## config.mk

```make
export PLATFORM = sky130hd
export DESIGN_NAME = ahb_ap_ctrl_flat
export DESIGN_NICKNAME = d
export VERILOG_FILES = /design/src/rtl/ahb_ap_ctrl_if.sv /design/src/rtl/ahb_ap_ctrl.sv /design/src/flat_wrapper.sv
export SDC_FILE = /design/constraint.sdc
export NUM_CORES = 1
export LEC_CHECK = 0
export BUFFER_PORTS_ARGS = -buffer_cell sky130_fd_sc_hd__clkbuf_2
export CAP_MARGIN = 20
export CORE_MARGIN = 2
export CORE_UTILIZATION = 49
export DETAILED_ROUTE_END_ITERATION = 16
export PLACE_DENSITY = 0.79
export REMOVE_ABC_BUFFERS = 1
export SLEW_MARGIN = 20
export SYNTH_ARGS = -nofsm -noshare
export SYNTH_HDL_FRONTEND = slang
export SYNTH_SLANG_ARGS = --single-unit
```

## constraint.sdc

```tcl
create_clock -name clk_i -period 9.3 [get_ports clk_i]
set_input_delay 2.79 -clock clk_i [delete_from_list [all_inputs] [get_ports clk_i]]
set_output_delay 2.79 -clock clk_i [all_outputs]
set_load 0.02 [all_outputs]
```

## src/rtl/ahb_ap_ctrl_if.sv

```systemverilog
// rtl/ahb_ap_ctrl_if.sv - command/response FIFO and generic bus signals of ahb_ap_ctrl
// master: the controller side; slave: the FIFOs, bus and error monitor around it.
interface ahb_ap_ctrl_if;
  logic        rempty;
  logic [40:0] rdata_fifo1;
  logic        rinc;
  logic        wfull;
  logic [31:0] wdata_fifo2;
  logic        winc;
  logic        busy;
  logic [31:0] rdata_aft;
  logic        ren;
  logic        wen;
  logic [31:0] addr_aft;
  logic [31:0] wdata_aft;
  logic [3:0]  byte_en;
  logic        timeout_err;

  modport master (
    input  rempty, rdata_fifo1, wfull, busy, rdata_aft,
    output rinc, wdata_fifo2, winc, ren, wen, addr_aft, wdata_aft, byte_en, timeout_err
  );

  modport slave (
    output rempty, rdata_fifo1, wfull, busy, rdata_aft,
    input  rinc, wdata_fifo2, winc, ren, wen, addr_aft, wdata_aft, byte_en, timeout_err
  );
endinterface

```

## src/rtl/ahb_ap_ctrl.sv

```systemverilog
// rtl/ahb_ap_ctrl.sv - command-FIFO driven bus access port with timeout and read responses
// Optional: define AHB_AP_AUTOINC_EN to post-increment the address by 4 after each bus access.
module ahb_ap_ctrl #(
  parameter int unsigned TIMEOUT_CYCLES = 256
) (
  input  logic          clk_i,
  input  logic          rst_i,
  ahb_ap_ctrl_if.master bus
);

  typedef enum logic [1:0] {
    IDLE   = 2'd0,
    WR_BUS = 2'd1,
    RD_BUS = 2'd2,
    RESP   = 2'd3
  } state_e;

  localparam logic [1:0]  OP_SET_ADDR = 2'b00;
  localparam logic [1:0]  OP_WRITE    = 2'b01;
  localparam logic [1:0]  OP_READ     = 2'b10;
  localparam logic [1:0]  OP_CLR_ERR  = 2'b11;
  localparam logic [15:0] WAIT_LAST   = 16'(TIMEOUT_CYCLES - 1);
  localparam logic [31:0] ABORT_WORD  = 32'hDEAD_BEEF;

  state_e      state_q, state_d;
  logic [31:0] addr_q, addr_d;
  logic [31:0] wdata_q, wdata_d;
  logic [3:0]  be_q, be_d;
  logic [31:0] resp_q, resp_d;
  logic [15:0] wait_q, wait_d;
  logic        err_q, err_d;

  logic        pop;
  logic        push;
  logic        rd_req;
  logic        wr_req;
  logic [1:0]  opcode;
  logic [31:0] cmd_word;
  logic [3:0]  cmd_be;
  logic        wait_expired;
  logic [31:0] addr_after_xfer;
  logic        unused_cmd_bits;

  assign opcode          = bus.rdata_fifo1[40:39];
  assign cmd_be          = bus.rdata_fifo1[35:32];
  assign cmd_word        = bus.rdata_fifo1[31:0];
  assign unused_cmd_bits = ^bus.rdata_fifo1[38:36];
  assign wait_expired    = (wait_q == WAIT_LAST);

`ifdef AHB_AP_AUTOINC_EN
  assign addr_after_xfer = addr_q + 32'd4;
`else
  assign addr_after_xfer = addr_q;
`endif

  always_ff @(posedge clk_i or posedge rst_i) begin
    if (rst_i) begin
      state_q <= IDLE;
      addr_q  <= '0;
      wdata_q <= '0;
      be_q    <= '0;
      resp_q  <= '0;
      wait_q  <= '0;
      err_q   <= 1'b0;
    end else begin
      state_q <= state_d;
      addr_q  <= addr_d;
      wdata_q <= wdata_d;
      be_q    <= be_d;
      resp_q  <= resp_d;
      wait_q  <= wait_d;
      err_q   <= err_d;
    end
  end

  always_comb begin
    state_d = state_q;
    addr_d  = addr_q;
    wdata_d = wdata_q;
    be_d    = be_q;
    resp_d  = resp_q;
    wait_d  = wait_q;
    err_d   = err_q;
    pop     = 1'b0;
    push    = 1'b0;
    rd_req  = 1'b0;
    wr_req  = 1'b0;

    unique case (state_q)
      IDLE: begin
        if (!bus.rempty) begin
          pop = 1'b1;
          unique case (opcode)
            OP_SET_ADDR: addr_d = cmd_word;
            OP_WRITE: begin
              wdata_d = cmd_word;
              be_d    = cmd_be;
              wait_d  = '0;
              state_d = WR_BUS;
            end
            OP_READ: begin
              be_d    = cmd_be;
              wait_d  = '0;
              state_d = RD_BUS;
            end
            OP_CLR_ERR: err_d = 1'b0;
            default: ;
          endcase
        end
      end

      WR_BUS: begin
        wr_req = 1'b1;
        if (!bus.busy) begin
          addr_d  = addr_after_xfer;
          state_d = IDLE;
        end else if (wait_expired) begin
          err_d   = 1'b1;
          addr_d  = addr_after_xfer;
          state_d = IDLE;
        end else begin
          wait_d = wait_q + 16'd1;
        end
      end

      RD_BUS: begin
        rd_req = 1'b1;
        // An aborted read still owes the requester exactly one response word.
        if (!bus.busy) begin
          resp_d  = bus.rdata_aft;
          addr_d  = addr_after_xfer;
          state_d = RESP;
        end else if (wait_expired) begin
          resp_d  = ABORT_WORD;
          err_d   = 1'b1;
          addr_d  = addr_after_xfer;
          state_d = RESP;
        end else begin
          wait_d = wait_q + 16'd1;
        end
      end

      RESP: begin
        if (!bus.wfull) begin
          push    = 1'b1;
          state_d = IDLE;
        end
      end

      default: state_d = IDLE;
    endcase
  end

  // Strobes are masked by reset so nothing reaches the FIFOs while it is held.
  assign bus.rinc        = pop & ~rst_i;
  assign bus.winc        = push & ~rst_i;
  assign bus.ren         = rd_req;
  assign bus.wen         = wr_req;
  assign bus.addr_aft    = addr_q;
  assign bus.wdata_aft   = wdata_q;
  assign bus.byte_en     = be_q;
  assign bus.wdata_fifo2 = resp_q;
  assign bus.timeout_err = err_q;

endmodule

```

## src/flat_wrapper.sv

```systemverilog
// flat-port wrapper written by rule: the top's interface ports become plain ports
module ahb_ap_ctrl_flat 
#(
  parameter int unsigned TIMEOUT_CYCLES = 256
)
  (clk_i, rst_i, bus_rempty, bus_rdata_fifo1, bus_wfull, bus_busy, bus_rdata_aft, bus_rinc, bus_wdata_fifo2, bus_winc, bus_ren, bus_wen, bus_addr_aft, bus_wdata_aft, bus_byte_en, bus_timeout_err);
  ahb_ap_ctrl_if bus_i ();
  input  logic clk_i;
  input  logic rst_i;
  input wire logic [$bits(bus_i.rempty)-1:0] bus_rempty;
  input wire logic [$bits(bus_i.rdata_fifo1)-1:0] bus_rdata_fifo1;
  input wire logic [$bits(bus_i.wfull)-1:0] bus_wfull;
  input wire logic [$bits(bus_i.busy)-1:0] bus_busy;
  input wire logic [$bits(bus_i.rdata_aft)-1:0] bus_rdata_aft;
  output wire logic [$bits(bus_i.rinc)-1:0] bus_rinc;
  output wire logic [$bits(bus_i.wdata_fifo2)-1:0] bus_wdata_fifo2;
  output wire logic [$bits(bus_i.winc)-1:0] bus_winc;
  output wire logic [$bits(bus_i.ren)-1:0] bus_ren;
  output wire logic [$bits(bus_i.wen)-1:0] bus_wen;
  output wire logic [$bits(bus_i.addr_aft)-1:0] bus_addr_aft;
  output wire logic [$bits(bus_i.wdata_aft)-1:0] bus_wdata_aft;
  output wire logic [$bits(bus_i.byte_en)-1:0] bus_byte_en;
  output wire logic [$bits(bus_i.timeout_err)-1:0] bus_timeout_err;
  assign bus_i.rempty = bus_rempty;
  assign bus_i.rdata_fifo1 = bus_rdata_fifo1;
  assign bus_i.wfull = bus_wfull;
  assign bus_i.busy = bus_busy;
  assign bus_i.rdata_aft = bus_rdata_aft;
  assign bus_rinc = bus_i.rinc;
  assign bus_wdata_fifo2 = bus_i.wdata_fifo2;
  assign bus_winc = bus_i.winc;
  assign bus_ren = bus_i.ren;
  assign bus_wen = bus_i.wen;
  assign bus_addr_aft = bus_i.addr_aft;
  assign bus_wdata_aft = bus_i.wdata_aft;
  assign bus_byte_en = bus_i.byte_en;
  assign bus_timeout_err = bus_i.timeout_err;
  ahb_ap_ctrl #(.TIMEOUT_CYCLES(TIMEOUT_CYCLES)) u_core (.clk_i(clk_i), .rst_i(rst_i), .bus(bus_i));
endmodule
```

==> metrics.md, run 1 <==
| Metric | Value |
|---|---|
| Status | `complete, no violations` |
| WHS Path Cells | `1` |
| Reg clk slew, reported paths | `0.06 ns` |
| Reg2reg start | `u_core.state_q[0]` |
| Clock tree buffer depth | `2` |
| Dpl ws | `2.723 ns` |
| Buffers & Inverters on Critical Path | `3` |
| CP Launch Type | `input port` |
| Reg-to-reg endpoint | `u_core.wait_q[4]` |
| Setup ws final | `2.770 ns` |
| P&R area growth vs syn | `31.83%` |
| Setup violators final | `0` |
| HPWL Detailed | `8099 µm` |
| CTS Buf Count | `17` |
| Primary FF master, synth | `dfrtp_1` |
| Die Span Y | `105.3 µm` |
| Slew HR | `39.88%` |
| WP data required | `6.51 ns` |
| # clock sinks | `119` |
| GP Congestion | `0.7926` |
| Clk root buf | `clkbuf_8` |
| Critical path fanouts, max | `48` |
| Final Critical Period | `6.530 ns` |
| Detailed-route DRC error count | `0` |
| FF-to-FF setup slack | `6.34 ns` |
| Slew Viols, Final | `0` |
| Syn Inst Count | `371` |
| Std-Cell Rows | `36` |
| Share of flip-flops with an asynchronous set or reset | `100.0%` |
| First-pass GRT wire length | `19,440 µm` |
| WS Path Type | `in2out` |
| DRT Pass-1 Iters | `5` |
| Crit. Startpoint | `rst_i` |
| Fmax | `0.1531 GHz` |
| Vias post-DR | `3,831` |
| Mapped cell area | `5027 µm²` |
| Pin count of the biggest net entering global routing | `74` |
| Worst setup endpoint | `bus_rinc` |
| Setup TNS | `0 ns` |
| DRT iter0 DRCs | `211` |
| Routed WL | `11,920 µm` |
| Final Util | `67.19%` |
| Global route total overflow | `0` |
| Setup Skew | `0.007446 ns` |
| Storage cell area | `2978 µm²` |
| Worst path most repeated cell | `clkbuf_2` |
| Vias in the first global route | `3,914` |
| Pwr Total | `2.664 mW` |
| Final period util | `70.22%` |
| Area of the multi-input gates | `1921 µm²` |
| Fin. Hold Viols | `0` |
| Critical path depth in cells | `4` |
| Share of cells above drive strength 1 | `51.41%` |
| CTS Hold Bufs | `0` |
| Initial Utilization | `50.96%` |
| Mux cell area share after synthesis | `16.05%` |
| Port Buffers | `179` |
| Via density | `5.465` |
| CTS resizes | `0` |
| Type of element capturing the critical path | `primary output` |
| CP max-delay cell | `inv_4` |
| CORE AREA | `9864 µm²` |
| Total Routing Usage GR | `22.37%` |
| CTS H-tree lvls | `4` |
| R2R depth | `6` |
| Post-synthesis simple-gate area fraction | `8.188%` |
| Top Ports | `183` |
| Post-synthesis register bit count | `119` |
| Peak VDD IR | `0.2216 mV` |
| DRT antenna net count | `0` |
| Clk Latency, worst-skew pair | `0.51 ns` |
| Worst-Margin Slew | `0.9018 ns` |
| Synth Area in Adders | `2.738%` |
| Fin nets | `644` |
| Ranking of synthesized cells by area | `dfrtp_1 (59%), mux2_2 (15%), o22a_1 (4.2%), ha_1 (2.7%), o21ai_0 (1.6%)` |
| CTS tree | `built` |
| EDFF count, synth | `0` |
| Synth Area in Compound Gates | `11.22%` |
| XOR/XNOR share of the synthesized area | `0%` |
| Largest family of logic cells by synthesized area | `multiplexers` |
| RSZ-0062 raised after global routing | `false` |
| CP Cell Sequence | `clkbuf_2 > inv_4 > and2_1 > clkbuf_2` |
| Postcts setup bufs | `0` |
| Lkg Pwr | `3.182 nW` |
| Syn_area_per_cell | `13.55 µm²` |
| Post-synthesis sequential area ratio | `59.23%` |
| Die area | `11,090 µm²` |
| Die width | `105.3 µm` |
| FILL cells | `741` |
| Cell taking the most area after synthesis | `dfrtp_1` |
| Initial antenna violation count | `0` |
| WL/cell | `17.00 µm` |
| CP arrival | `3.74 ns` |
| Top Family by Delay on Critical Path | `buffers and inverters` |
| Syn. warnings | `0` |
| Max Cap Viol | `0` |
| Yosys top cell area share | `59.23%` |
| Synth cell types | `40` |
| Max incr delay on CP | `0.43 ns` |
| Power per Cell Area | `402.0 nW/µm²` |
| ANT cells | `0` |
| Worst hold path type | `reg2reg` |
cell usage after synthesis, types with 2 or more instances:
cell type  instances
nor2b_1            3
o21ai_0           16
mux2_2            69
o21ai_1            2
nand4_1            4
a22o_1             9
dfrtp_1          119
o22a_1            24
a21oi_1            2
buf_1              7
buf_6              2
nand2_1           21
nor2_1             5
nand3_1            8
inv_1             10
or4_1              3
mux2i_1            3
o211ai_1           6
clkbuf_1           6
nand2b_1           2
a211o_2            2
o221ai_1           8
nor3_1             5
nor4_1             3
ha_1              11
nor4_4             2
nand3b_1           6
registers in the layout, indices dropped and copies added, names as in the netlist:
register,cells
u_core.bus.wdata_aft,32
u_core.bus.wdata_fifo2,32
u_core.wait_q,16
u_core.state_q,2
u_core.bus.byte_en,4
u_core.bus.timeout_err,1
u_core.bus.addr_aft,32
layer usage:
metal / track usage (%) / share of wire, %
met2: 37.56 / 52
met3: 6.494 / 5.7
met4: 10.48 / 2.8
met5: 0 / 0
met1: 26.50 / 40
worst min-delay path by stage:
stage                                           from                          to  slack, ns
final                     u_core.bus.wdata_fifo2[15]  u_core.bus.wdata_fifo2[15]       0.49
after detailed placement  u_core.bus.wdata_fifo2[15]  u_core.bus.wdata_fifo2[15]       0.48
after CTS                 u_core.bus.wdata_fifo2[15]  u_core.bus.wdata_fifo2[15]       0.49
after global placement    u_core.bus.wdata_fifo2[21]  u_core.bus.wdata_fifo2[21]       0.47
after floorplan                    u_core.wait_q[15]           u_core.wait_q[15]       0.52
after global routing      u_core.bus.wdata_fifo2[12]  u_core.bus.wdata_fifo2[12]       0.50
layout make-up:
| class | instances | area share (%) |
|---|---|---|
| clock buffers | 18 | 6.305 |
| clock inverters | 14 | 2.813 |
| inverters | 10 | 0.6041 |
| multi-input cells | 225 | 28.98 |
| flip-flops and latches | 119 | 44.93 |
| well taps | 133 | 2.511 |
| repair buffers | 182 | 13.86 |
through the flow:
stage               hold slack [ns]  area [µm²]  std cells
floorplan                    0.5240        4936        354
global placement             0.4733        6023        669
detailed placement           0.4768        6023        669
CTS                          0.4911        6628        701
global route                 0.4985        6628        701
finish                       0.4885        6628        701
cell families (layout without fill, tap and decap cells):
family / count (synthesis) / in the layout
AOI/OAI and AO/OA: 73 / 73
adders and majority gates: 11 / 11
buffers and inverters: 27 / 224
DFF: 119 / 119
muxes: 72 / 72
and+or+nand+nor: 69 / 69
placed cells by master (no fill, tap or decap), types with 3 or more instances in the layout:
cell type / count
mux2_2: 69
nand2_1: 21
nor3_1: 5
buf_4: 3
nor4_1: 3
nand4_1: 4
nor2b_1: 3
o211ai_1: 6
clkbuf_16: 16
inv_1: 9
or4_1: 3
dfrtp_1: 119
o22a_1: 24
nor2_1: 5
a22o_1: 9
o21ai_0: 16
bufinv_16: 3
inv_6: 7
mux2i_1: 3
nand3b_1: 6
ha_1: 11
clkbuf_2: 179
o221ai_1: 8
nand3_1: 8
power breakdown:
part | switching, mW | leakage (nW) | internal (mW)
clock | 0.249 | 0.290 | 0.416
sequential | 0.162 | 1.44 | 0.771
combinational | 0.647 | 1.45 | 0.419
total | 1.06 | 3.18 | 1.61
Note: power is estimated with default switching activity, not from simulation.
==> run 2, diff against run 1 <==
==> constraint.sdc (replaced) <==
create_clock -name clk_i -period 6.77 [get_ports clk_i]
set_input_delay 2.031 -clock clk_i [delete_from_list [all_inputs] [get_ports clk_i]]
set_output_delay 2.031 -clock clk_i [all_outputs]
set_load 0.02 [all_outputs]
==> run 2 against run 1 <==
Against the previous run:
- flip-flop and latch count is the same
- sequential power grew 37%
- register-to-register slack lost 2.6 ns
- clock power grew 20%
- hold slack lost 0.0051 ns
- non-clock buffer count is the same
- first-iteration DRC count grew 37%
- wire length shrank 4.3%
- cell count shrank 0.29%
- utilization shrank 0.76 points
- largest cell class unchanged
- highest routed layer unchanged
==> metrics.md, run 2 (synthesis results as in run 1) <==
| Metric | Value |
|---|---|
| Status | `complete, no violations` |
| CTS resizes | `0` |
| Setup Skew | `0.007099 ns` |
| DRT antenna net count | `0` |
| Final Util | `66.43%` |
| Share of cells above drive strength 1 | `50.88%` |
| Sequential Power Share | `36.3%` |
| Reg clk slew, reported paths | `0.05 ns` |
| Worst-Margin Slew | `0.8951 ns` |
| Clk root buf | `clkbuf_8` |
| Clock tree buffer depth | `2` |
| Total Routing Usage GR | `21.75%` |
| CTS Hold Bufs | `0` |
| Max Cap Viol | `0` |
| Die area | `11,090 µm²` |
| First-pass GRT wire length | `18,820 µm` |
| Critical path depth in cells | `4` |
| Global route total overflow | `0` |
| Top Ports | `183` |
| Final Critical Period | `4.998 ns` |
| GP Congestion | `0.8166` |
| Routed WL | `11,410 µm` |
| Clock Power Share | `22.5%` |
| Setup TNS | `0 ns` |
| Fin. Hold Viols | `0` |
| Slew Viols, Final | `0` |
| Worst path most repeated cell | `clkbuf_2` |
| Clk Latency, worst-skew pair | `0.51 ns` |
| Critical path fanouts, max | `47` |
| WHS Path Cells | `1` |
| CTS Buf Count | `17` |
| Setup violators final | `0` |
| Initial antenna violation count | `0` |
| Peak VDD IR | `0.2861 mV` |
| Pin count of the biggest net entering global routing | `75` |
| DRT Pass-1 Iters | `5` |
| Vias in the first global route | `3,857` |
| CORE AREA | `9864 µm²` |
| # clock sinks | `119` |
| DRT iter0 DRCs | `290` |
| Most frequent cells in the layout | `clkbuf_2 (179), dfrtp_1 (119), mux2_2 (69)` |
| Power per Cell Area | `538.7 nW/µm²` |
| Std-Cell Rows | `36` |
| Die width | `105.3 µm` |
| HPWL Detailed | `8177 µm` |
| Switching pwr | `1.395 mW` |
| Setup ws final | `1.772 ns` |
| R2R depth | `6` |
| Detailed-route DRC error count | `0` |
| Comb power frac | `41.1%` |
| Port Buffers | `179` |
| CP Launch Type | `input port` |
| Power Internal | `2.135 mW` |
| WS Path Type | `in2out` |
| Dpl ws | `1.725 ns` |
| FILL cells | `745` |
| CTS tree | `built` |
| Pwr Total | `3.530 mW` |
| Type of element capturing the critical path | `primary output` |
| P&R area growth vs syn | `30.34%` |
| Vias post-DR | `3,802` |
| RSZ-0062 raised after global routing | `false` |
| CP max-delay cell | `inv_4` |
| Max incr delay on CP | `0.41 ns` |
| Fin nets | `644` |
| CP arrival | `2.97 ns` |
| Die Span Y | `105.3 µm` |
| CP Cell Sequence | `clkbuf_2 > inv_4 > and2_1 > clkbuf_2` |
| Via density | `5.439` |
| Commonest non-fill, non-tap cell in the layout | `clkbuf_2` |
| Switching share of power | `39.51%` |
| Fmax | `0.2001 GHz` |
| Postcts setup bufs | `0` |
| Buffers & Inverters on Critical Path | `3` |
| Final period util | `73.83%` |
| Slew HR | `40.33%` |
| Top Family by Delay on Critical Path | `buffers and inverters` |
| CTS H-tree lvls | `4` |
| ANT cells | `0` |
| Initial Utilization | `50.96%` |
| WL/cell | `16.32 µm` |
| Lkg Pwr | `3.145 nW` |
| WP data required | `4.74 ns` |
| Worst hold path type | `reg2reg` |
## run 2: layout make-up
cell class,instances,area [µm²],share of cell area (%)
clock buffers,22,452.9,6.912
clock inverters,8,76.32,1.165
well taps,133,166.4,2.540
repair buffers,182,918.4,14.02
inverters,10,40.04,0.6110
flip-flops and latches,119,2978,45.45
multi-input cells,225,1921,29.31
## run 2: metal layers
layer  up-vias  part of all wire, %  track usage, %
met1      1885                   38           25.63
met4         0                  1.9           8.571
met2       144                   53           37.14
met5         -                    0               0
li1       1756                    -               -
met3        17                  6.3           6.679
## run 2: worst paths after layout
path	start	end	slack (ns)
setup / recovery	rst_i	bus_rinc	1.77
hold / removal	u_core.bus.wdata_fifo2[23]	u_core.bus.wdata_fifo2[23]	0.48
setup reg to reg	u_core.state_q[0]	u_core.wait_q[4]	3.79
hold reg to reg	u_core.bus.wdata_fifo2[23]	u_core.bus.wdata_fifo2[23]	0.48
max in group asynchronous	rst_i	u_core.wait_q[1]	3.89
min in group asynchronous	rst_i	u_core.bus.wdata_fifo2[17]	1.59
## run 2: stage by stage
stage               area, µm²  std cells  hold slack [ns]
global route             6553        699           0.5086
finish                   6553        699           0.4835
global placement         6023        669           0.4720
detailed placement       6023        669           0.4768
CTS                      6553        699           0.4888
floorplan                4936        354           0.5240
## run 2: power by group through the flow
stage,Sequential (mW),Clock (mW),Combinational (mW)
final,1.28,0.796,1.45
after global routing,1.33,0.847,1.57
after CTS,1.28,0.808,1.47
after detailed placement,1.29,0,1.47
after global placement,1.26,0,1.43
after floorplan,1.63,0,0.596
